**src/rtl/ps2_kb_controller.sv**
```systemverilog
// PS/2 keyboard front end: synchronises the raw bus, frames 11-bit words,
// decodes break (F0) sequences and queues released scan codes for the CPU.
module ps2_kb_controller #(
    parameter int FIFO_DEPTH     = 8,
    parameter int PTR_W          = 3,
    parameter int TIMEOUT_CYCLES = 5000
) (
    input  logic       Clk,
    input  logic       Reset,
    input  logic       KB_Clk,
    input  logic       KB_Data,
    input  logic       Rd_En,
    output logic [7:0] KB_Char,
    output logic       Char_Valid,
    output logic       Fifo_Full,
    output logic       Frame_Err,
    output logic       Overflow
);
    localparam int TO_W = $clog2(TIMEOUT_CYCLES + 1);
    localparam logic [TO_W-1:0]  TO_LAST    = TO_W'(TIMEOUT_CYCLES - 1);
    localparam logic [PTR_W:0]   FULL_COUNT = (PTR_W + 1)'(FIFO_DEPTH);

    typedef enum logic [1:0] {
        S_IDLE,
        S_DATA,
        S_PARITY,
        S_STOP
    } state_t;

    logic [1:0]      r_clkSync;
    logic [1:0]      r_dataSync;
    logic            r_clkPrev;
    logic            w_fall;
    logic            w_data;

    state_t          r_state;
    state_t          w_stateNext;
    logic [2:0]      r_bitCnt;
    logic [2:0]      w_bitCntNext;
    logic [7:0]      r_shift;
    logic [7:0]      w_shiftNext;
    logic            r_parity;
    logic            w_parityNext;
    logic [TO_W-1:0] r_toCnt;
    logic [TO_W-1:0] w_toCntNext;
    logic            w_errNext;
    logic            w_goodNext;

    logic            r_frameErr;
    logic            r_byteValid;
    logic [7:0]      r_rxByte;
    logic            r_breakPending;

    logic [7:0]      r_mem [FIFO_DEPTH];
    logic [PTR_W-1:0] r_wrPtr;
    logic [PTR_W-1:0] r_rdPtr;
    logic [PTR_W:0]  r_count;
    logic            r_overflow;
    logic            w_push;
    logic            w_pop;
    logic            w_full;
    logic            w_write;

    // Synchronisers idle high so leaving reset never looks like a falling edge
    always_ff @(posedge Clk or posedge Reset) begin
        if (Reset) begin
            r_clkSync  <= 2'b11;
            r_dataSync <= 2'b11;
            r_clkPrev  <= 1'b1;
        end else begin
            r_clkSync  <= {r_clkSync[0], KB_Clk};
            r_dataSync <= {r_dataSync[0], KB_Data};
            r_clkPrev  <= r_clkSync[1];
        end
    end

    assign w_fall = r_clkPrev & ~r_clkSync[1];
    assign w_data = r_dataSync[1];

    always_ff @(posedge Clk or posedge Reset) begin
        if (Reset) begin
            r_state     <= S_IDLE;
            r_bitCnt    <= 3'd0;
            r_shift     <= 8'h00;
            r_parity    <= 1'b0;
            r_toCnt     <= '0;
            r_frameErr  <= 1'b0;
            r_byteValid <= 1'b0;
            r_rxByte    <= 8'h00;
        end else begin
            r_state     <= w_stateNext;
            r_bitCnt    <= w_bitCntNext;
            r_shift     <= w_shiftNext;
            r_parity    <= w_parityNext;
            r_toCnt     <= w_toCntNext;
            r_frameErr  <= w_errNext;
            r_byteValid <= w_goodNext;
            if (w_goodNext) begin
                r_rxByte <= r_shift;
            end
        end
    end

    // A bus edge always wins over an expiring timeout in the same cycle
    always_comb begin
        w_stateNext  = r_state;
        w_bitCntNext = r_bitCnt;
        w_shiftNext  = r_shift;
        w_parityNext = r_parity;
        w_toCntNext  = r_toCnt;
        w_errNext    = 1'b0;
        w_goodNext   = 1'b0;
        if (r_state != S_IDLE) begin
            w_toCntNext = r_toCnt + 1'b1;
        end
        if (w_fall) begin
            w_toCntNext = '0;
            case (r_state)
                S_IDLE: begin
                    if (!w_data) begin
                        w_stateNext  = S_DATA;
                        w_bitCntNext = 3'd0;
                    end
                end
                S_DATA: begin
                    w_shiftNext[r_bitCnt] = w_data;
                    w_bitCntNext = r_bitCnt + 3'd1;
                    if (r_bitCnt == 3'd7) begin
                        w_stateNext = S_PARITY;
                    end
                end
                S_PARITY: begin
                    w_parityNext = w_data;
                    w_stateNext  = S_STOP;
                end
                default: begin
                    if (w_data && ((^r_shift) ^ r_parity)) begin
                        w_goodNext = 1'b1;
                    end else begin
                        w_errNext = 1'b1;
                    end
                    w_stateNext = S_IDLE;
                end
            endcase
        end else if (r_state != S_IDLE && r_toCnt == TO_LAST) begin
            w_errNext   = 1'b1;
            w_stateNext = S_IDLE;
            w_toCntNext = '0;
        end
    end

    // Only the byte following an F0 prefix is queued; E0 is transparent
    assign w_push  = r_byteValid && r_breakPending &&
                     (r_rxByte != 8'hF0) && (r_rxByte != 8'hE0);
    assign w_pop   = Rd_En && (r_count != '0);
    assign w_full  = (r_count == FULL_COUNT);
    assign w_write = w_push && (!w_full || w_pop);

    always_ff @(posedge Clk or posedge Reset) begin
        if (Reset) begin
            r_breakPending <= 1'b0;
        end else if (r_byteValid) begin
            if (r_rxByte == 8'hF0) begin
                r_breakPending <= 1'b1;
            end else if (r_rxByte != 8'hE0) begin
                r_breakPending <= 1'b0;
            end
        end
    end

    always_ff @(posedge Clk) begin
        if (w_write) begin
            r_mem[r_wrPtr] <= r_rxByte;
        end
    end

    always_ff @(posedge Clk or posedge Reset) begin
        if (Reset) begin
            r_wrPtr    <= '0;
            r_rdPtr    <= '0;
            r_count    <= '0;
            r_overflow <= 1'b0;
        end else begin
            if (w_write) begin
                r_wrPtr <= r_wrPtr + 1'b1;
            end
            if (w_pop) begin
                r_rdPtr <= r_rdPtr + 1'b1;
            end
            case ({w_write, w_pop})
                2'b10:   r_count <= r_count + 1'b1;
                2'b01:   r_count <= r_count - 1'b1;
                default: r_count <= r_count;
            endcase
            if (w_pop) begin
                r_overflow <= 1'b0;
            end else if (w_push && !w_write) begin
                r_overflow <= 1'b1;
            end
        end
    end

    assign KB_Char    = (r_count != '0) ? r_mem[r_rdPtr] : 8'h00;
    assign Char_Valid = (r_count != '0);
    assign Fifo_Full  = w_full;
    assign Frame_Err  = r_frameErr;
    assign Overflow   = r_overflow;

endmodule

```
**config.mk**
```make
export PLATFORM = sky130hd
export DESIGN_NAME = ps2_kb_controller
export DESIGN_NICKNAME = d
export VERILOG_FILES = /design/src/rtl/ps2_kb_controller.sv
export SDC_FILE = /design/constraint.sdc
export NUM_CORES = 1
export LEC_CHECK = 0
export BUFFER_PORTS_ARGS = -buffer_cell sky130_fd_sc_hd__clkbuf_2
export CORE_MARGIN = 2
export CORE_UTILIZATION = 64
export DETAILED_ROUTE_END_ITERATION = 8
export PLACE_DENSITY = 0.82
export SYNTH_ARGS = -nofsm -noshare
export SYNTH_HDL_FRONTEND = slang
export SYNTH_SLANG_ARGS = --single-unit
```
**constraint.sdc**
```tcl
create_clock -name Clk -period 4.1 [get_ports Clk]
set_input_delay 0.82 -clock Clk [delete_from_list [all_inputs] [get_ports Clk]]
set_output_delay 0.82 -clock Clk [all_outputs]
set_load 0.005 [all_outputs]
```
Yosys cells after proc, flatten, opt, wreduce, memory -nomap -nowiden
Memory sizes are Yosys's and may differ from the RTL's.
Index checks and enable logic that the tools add are counted.
Word-level totals
  register bits after elaboration: 54
  bits in latches: 0
  memory bits (writable): 64
  memory bits (read-only): 0
  input bits: 5
  output and inout port bits: 12
  word-level logic and storage cells: 97
  memories kept: 1
Operators by class
  add/subtract/negate cells: 6
  multipliers: 0
  div/mod/pow operators: 0
  magnitude comparators: 2
  equality and inequality tests: 13
  shift operators: 0
  multiplexer cells: 28
  bitwise logic cells: 3
  reduce and logical (&&, ||, !) cells: 28
Memory list
  r_mem: words 8, width 8, read ports 1, clocked after Yosys merged registers in 0, wr ports 1, line 54  | logic [7:0] r_mem [FIFO_DEPTH];
Operator list (number)
  13-bit 2-to-1 mux: 3
  8-bit inequality test, second input constant: 2
  1-bit 2-to-1 mux: 14
  13-bit by 1-bit adder with 13-bit output, second input constant: 1
  13-bit == test, second input constant: 1
  2-bit nonzero test: 6
  3-bit by 1-bit adder with 3-bit output, second input constant: 3
  1-bit logical AND: 9
  8-bit bitwise mux: 1
  8-bit == test, second input constant: 1
  2-bit 2-to-1 mux: 4
  8-bit 2-to-1 mux: 1
  4-bit one-hot mux with 2 select lines: 1
  8-bit parity: 1
  3-bit inequality test, second input constant: 2
  2-bit one-hot mux with 3 select lines: 1
  3-bit one-hot mux with 2 select lines: 1
  2-bit AND reduction: 3
  3-bit AND reduction: 2
  4-bit by 1-bit adder with 4-bit output, second input constant: 1
  2-bit by 1-bit == test with 1-bit output, second input constant: 2
  2-bit == test, second input constant: 2
  4-bit == test, second input constant: 1
  3-bit by 4-bit < comparator with 1-bit output, second input constant: 1
  other kinds (15): 16

Depth between registers and ports, before layout
  depth after elaboration: 8
  mapped depth: 10
  mapped depth without buffers: 10

Least setup slack after synthesis
OpenSTA, ideal clock, no wires.
  path type: reg-to-reg
  start point: register r_count[0]
  end point: register r_count[3]
  setup time: 0.094 ns
  arrival: 2.322 ns
  data required time: 4.006 ns
  slack: 1.684 ns
  stages on the path, launching flop included: 11
  path buffers: 0
  clock period less this slack: 2.416 ns
  cells stage by stage: dfrtp_1 -> nor4_4 -> inv_2 -> and2_1 -> nand2_1 -> inv_1 -> ha_1 -> a21o_1 -> a21oi_1 -> and4b_1 -> a211oi_1
On the way
  cells in the longest elaborated chain, start to end: 6
  elaborated cells on any way between the ends: 12
  classes of those cells: add/sub (2); eq/ne (3); mux (1); reduce/logical (6)
RTL lines
  start: declaration: line 57  | logic [PTR_W:0] r_count;
  start signal: assignment: line 191  | 2'b10: r_count <= r_count + 1'b1;
  start signal: assignment: line 192  | 2'b01: r_count <= r_count - 1'b1;
  start signal: assignment: line 193  | default: r_count <= r_count;
  4-bit nonzero test *
  net Char_Valid: line 14  | output logic Char_Valid,
  1-bit logical AND *: line 155  | assign w_pop = Rd_En && (r_count != '0);
  1-bit logical OR: line 157  | assign w_write = w_push && (!w_full || w_pop);
  1-bit logical AND: line 157
  2-bit by 1-bit == test with 1-bit output or 2-bit == test (tied branches): line 190  | case ({w_write, w_pop})
  4-bit one-hot mux with 2 select lines or 2-bit nonzero test (tied branches)
Mark *: on every way through the listed nets, which the timed path passes. The rest lies on a longest branch.
A chain may end at the register's enable or synchronous reset.

Worst setup path after layout
  start point: register r_rdPtr[0]
  end point: output KB_Char[6]
On the way
  cells in the longest elaborated chain, start to end: 2
RTL lines
  start: declaration: line 56  | logic [PTR_W-1:0] r_rdPtr;
  start signal: assignment: line 188  | r_rdPtr <= r_rdPtr + 1'b1;
  memory 8 x 8 bit
  8-bit 2-to-1 mux: line 203  | assign KB_Char = (r_count != '0) ? r_mem[r_rdPtr] : 8'h00;
  end: declaration: line 13  | output logic [7:0] KB_Char,
No other way between the ends.

==> results.py <==
metrics = {
    "status": {
        "status": "completed",
    },
    "route": {
        "drtPass1Iterations": 4,
        "drc_errors": 0,
        "ant_nets": 0,
        "drt-wirelength-per-cell_um": 20.5,
        "vias_per_cell": 6.12,
        "vias": 3017,
        "drt_iter0_drc": 193,
        "routed_wl_mm": 10.1,
    },
    "floorplan": {
        "coreArea_sq_mm": 0.00781,
        "fp.dieH_um": 94.3,
        "start_util_pct": 66.9,
        "io_pins": 17,
        "fp-row-count": 32,
        "die_w_um": 94.3,
        "die_area_sq_mm": 0.00889,
    },
    "timing": {
        "finalSetupTns_ns": 0,
        "rsz0062_at_grt": "no",
        "max_slew_margin_pct": 25.2,
        "fmax_mhz": 305,
        "worst_clock_skew_ns": 0.0110,
        "fin_crit_sh_pct": 80.1,
        "hold_viol_final": 0,
        "setup_viol_count_final": 0,
        "maxSlewViolCount": 0,
        "tightest_slew_ns": 1.12,
        "fin_crit_ns": 3.28,
    },
    "critical_path": {
        "critPathLaunch": "r_rdPtr[0]",
        "worstSetupEndpoint": "KB_Char[6]",
        "r2r-start": "r_count[0]",
        "cp_max_fo": 10,
        "reg2reg_slack_ns": 1.15,
        "crit_arrival_ns": 2.46,
        "crit_chain": "buf_4 > mux4_2 > mux2i_1 > nor2_1 > clkbuf_2",
        "worstSetupPathType": "flip-flop to primary output",
        "critPathSlowestCell": "dfrtp_1",
        "r2r_end": "r_count[3]",
        "endpoint_kind": "primary output",
        "reg2reg_depth": 10,
        "cpPeakStageDelay_ns": 0.68,
        "cp.required_ns": 3.28,
        "startpoint_type": "flip-flop",
    },
    "placed_design": {
        "gp_congestion": 0.812,
        "dp_hpwl_mm": 5.88,
        "io_buffers": 16,
        "placed_cells": 461,
        "dpl-instance-area_sq_mm": 0.00540,
    },
    "logic_synthesis": {
        "synth_edf_count": 64,
        "ys_ff_latch": 118,
        "ys_seq_area_share_pct": 62.8,
        "netlist.top_cell.by_area": "edfxtp_1",
        "synth_warnings": 0,
        "synth-main-ff-cell": "edfxtp_1",
        "syn_inst": 353,
        "synth_top_area_share_pct": 36.8,
        "yosysUniqueCellTypes": 53,
        "synth_nets": 370,
        "synth_area_per_cell_sq_um": 14.8,
        "synthArstFlopShare_pct": 45.8,
        "syn_area_sq_mm": 0.00522,
        "ys_top_cells_by_area": "edfxtp_1, dfrtp_1, mux4_2, mux2_2, ha_1",
    },
    "clocking": {
        "cts_resized": 0,
        "cts_setup_buffers": 0,
        "hold_buffers": 0,
        "clockBufferDepth": 2,
        "numCtsBuffers": 17,
        "htree_levels": 4,
        "clock_sinks": 118,
        "root_buffer": "clkbuf_8",
        "cts_tree": "done",
        "clk_latency_ns": 0.52,
        "clk_pin_slew_ns": 0.06,
    },
    "power_and_ir_drop": {
        "power_density_mw_per_mm2": 629,
        "max-vdd-ir-drop_uv": 371,
        "leakagePower_nw": 2.33,
    },
    "final_layout": {
        "seq_area_sq_mm": 0.00328,
        "multi_input_area_sq_mm": 0.00184,
        "post-route-cell-area_sq_mm": 0.00600,
        "diodes": 0,
        "final_cell_mix": "edfxtp_1, dfrtp_1, nor2_1, mux2_2",
        "fin_nets": 395,
        "stdcell_count": 493,
        "layout_commonest_cell": "edfxtp_1",
        "nFillCells": 435,
        "syn2layout_area_growth_pct": 15.0,
        "layout-drive-gt1-share_pct": 25.6,
    },
    "global_route": {
        "grt_pass1_wl_mm": 16.4,
        "grt_max_degree": 55,
        "overflow": 0,
        "grt_pass1_vias": 3132,
        "grt_usage_pct": 25.7,
        "antenna_found_initial": 0,
    },
    "worst_hold_path": {
        "worstHoldPathType": "flip-flop to flip-flop",
        "hp-start": "r_dataSync[0]",
    },
    "run": {
        "cap_violations": 0,
    },
}
-- final cells by class --
cell class	instances	share of cell area (%)
repair buffers	19	1.71
clock inverters	15	3.17
inverters	12	0.750
multi-input cells	210	30.7
clock buffers	17	6.90
well taps	102	2.13
flip-flops and latches	118	54.6
-- worst min-delay path by stage --
stage,end,depth (start not counted)
2_1_floorplan,r_clkSync[1],0
3_3_place_gp,r_clkSync[1],0
3_5_place_dp,r_clkSync[1],0
4_1_cts,r_dataSync[1],0
5_1_grt,r_dataSync[1],0
6_report,r_dataSync[1],0
-- power by group --
| part | internal, mW | switching (mW) | total, mW | leakage (nW) |
|---|---|---|---|---|
| Clock | 0.940 | 0.559 | 1.50 | 0.295 |
| Combinational | 0.382 | 0.324 | 0.706 | 0.782 |
| Sequential | 1.36 | 0.208 | 1.57 | 1.25 |
-- state kept, by name, summed over array words and instances, names as in the netlist, 3 cells and up --
register	count
r_wrPtr	3
r_shift	8
r_bitCnt	3
r_mem	64
r_rxByte	8
r_toCnt	13
r_count	4
r_rdPtr	3
-- synth_stat cells, types with 4 or more instances --
cell and n:
nand2_1 15, nor2_1 27, nor3_1 6, inv_1 11, dfstp_2 5, or3_1 4
clkbuf_1 9, nand4_1 5, xnor2_1 14, ha_1 11, mux2_2 20, dfrtp_1 49
nand3b_1 6, mux2i_1 11, edfxtp_1 64, mux4_2 16, nand3_1 12, o21ai_0 7
a21oi_1 8
-- through the flow --
| step | hold slack (ns) | worst slack [ns] | total power [mW] | utilization [%] |
|---|---|---|---|---|
| after floorplan | 0.345 | 1.68 | 2.10 | - |
| after global placement | 0.347 | 1.35 | 2.24 | 69.2 |
| after detailed placement | 0.347 | 1.33 | 2.28 | 69.2 |
| after CTS | 0.356 | 0.742 | 3.80 | 76.9 |
| after global routing | 0.356 | 0.626 | 3.94 | 76.9 |
| final | 0.355 | 0.816 | 3.78 | 76.9 |
-- metal layers --
metal / up-vias / track usage (%) / wire (um) / part of all wire (%)
met3: 15 / 6.98 / 504 / 5.0
met2: 99 / 43.9 / 5380 / 53
met1: 1516 / 31.5 / 4030 / 40
met5: - / 0 / 0 / 0
met4: 0 / 9.30 / 165 / 1.6
li1: 1387 / - / - / -
-- critical path: cells and delay by family (launching register included) --
kind	cells	cell delay, ns
buf+inv	2	0.48
flops	1	0.68
mux	2	0.71
simple gates	1	0.06
-- kinds of logic after synthesis --
| family | count (synthesis) | share of synthesized area (%) |
|---|---|---|
| flops | 118 | 62.8 |
| simple gates | 96 | 9.97 |
| mux | 49 | 14.2 |
| compound gates | 35 | 4.58 |
| buf+inv | 25 | 1.85 |
| xor+xnor | 18 | 3.57 |
| fa+ha+maj | 12 | 3.02 |
Power figures use the tool's default switching activity.
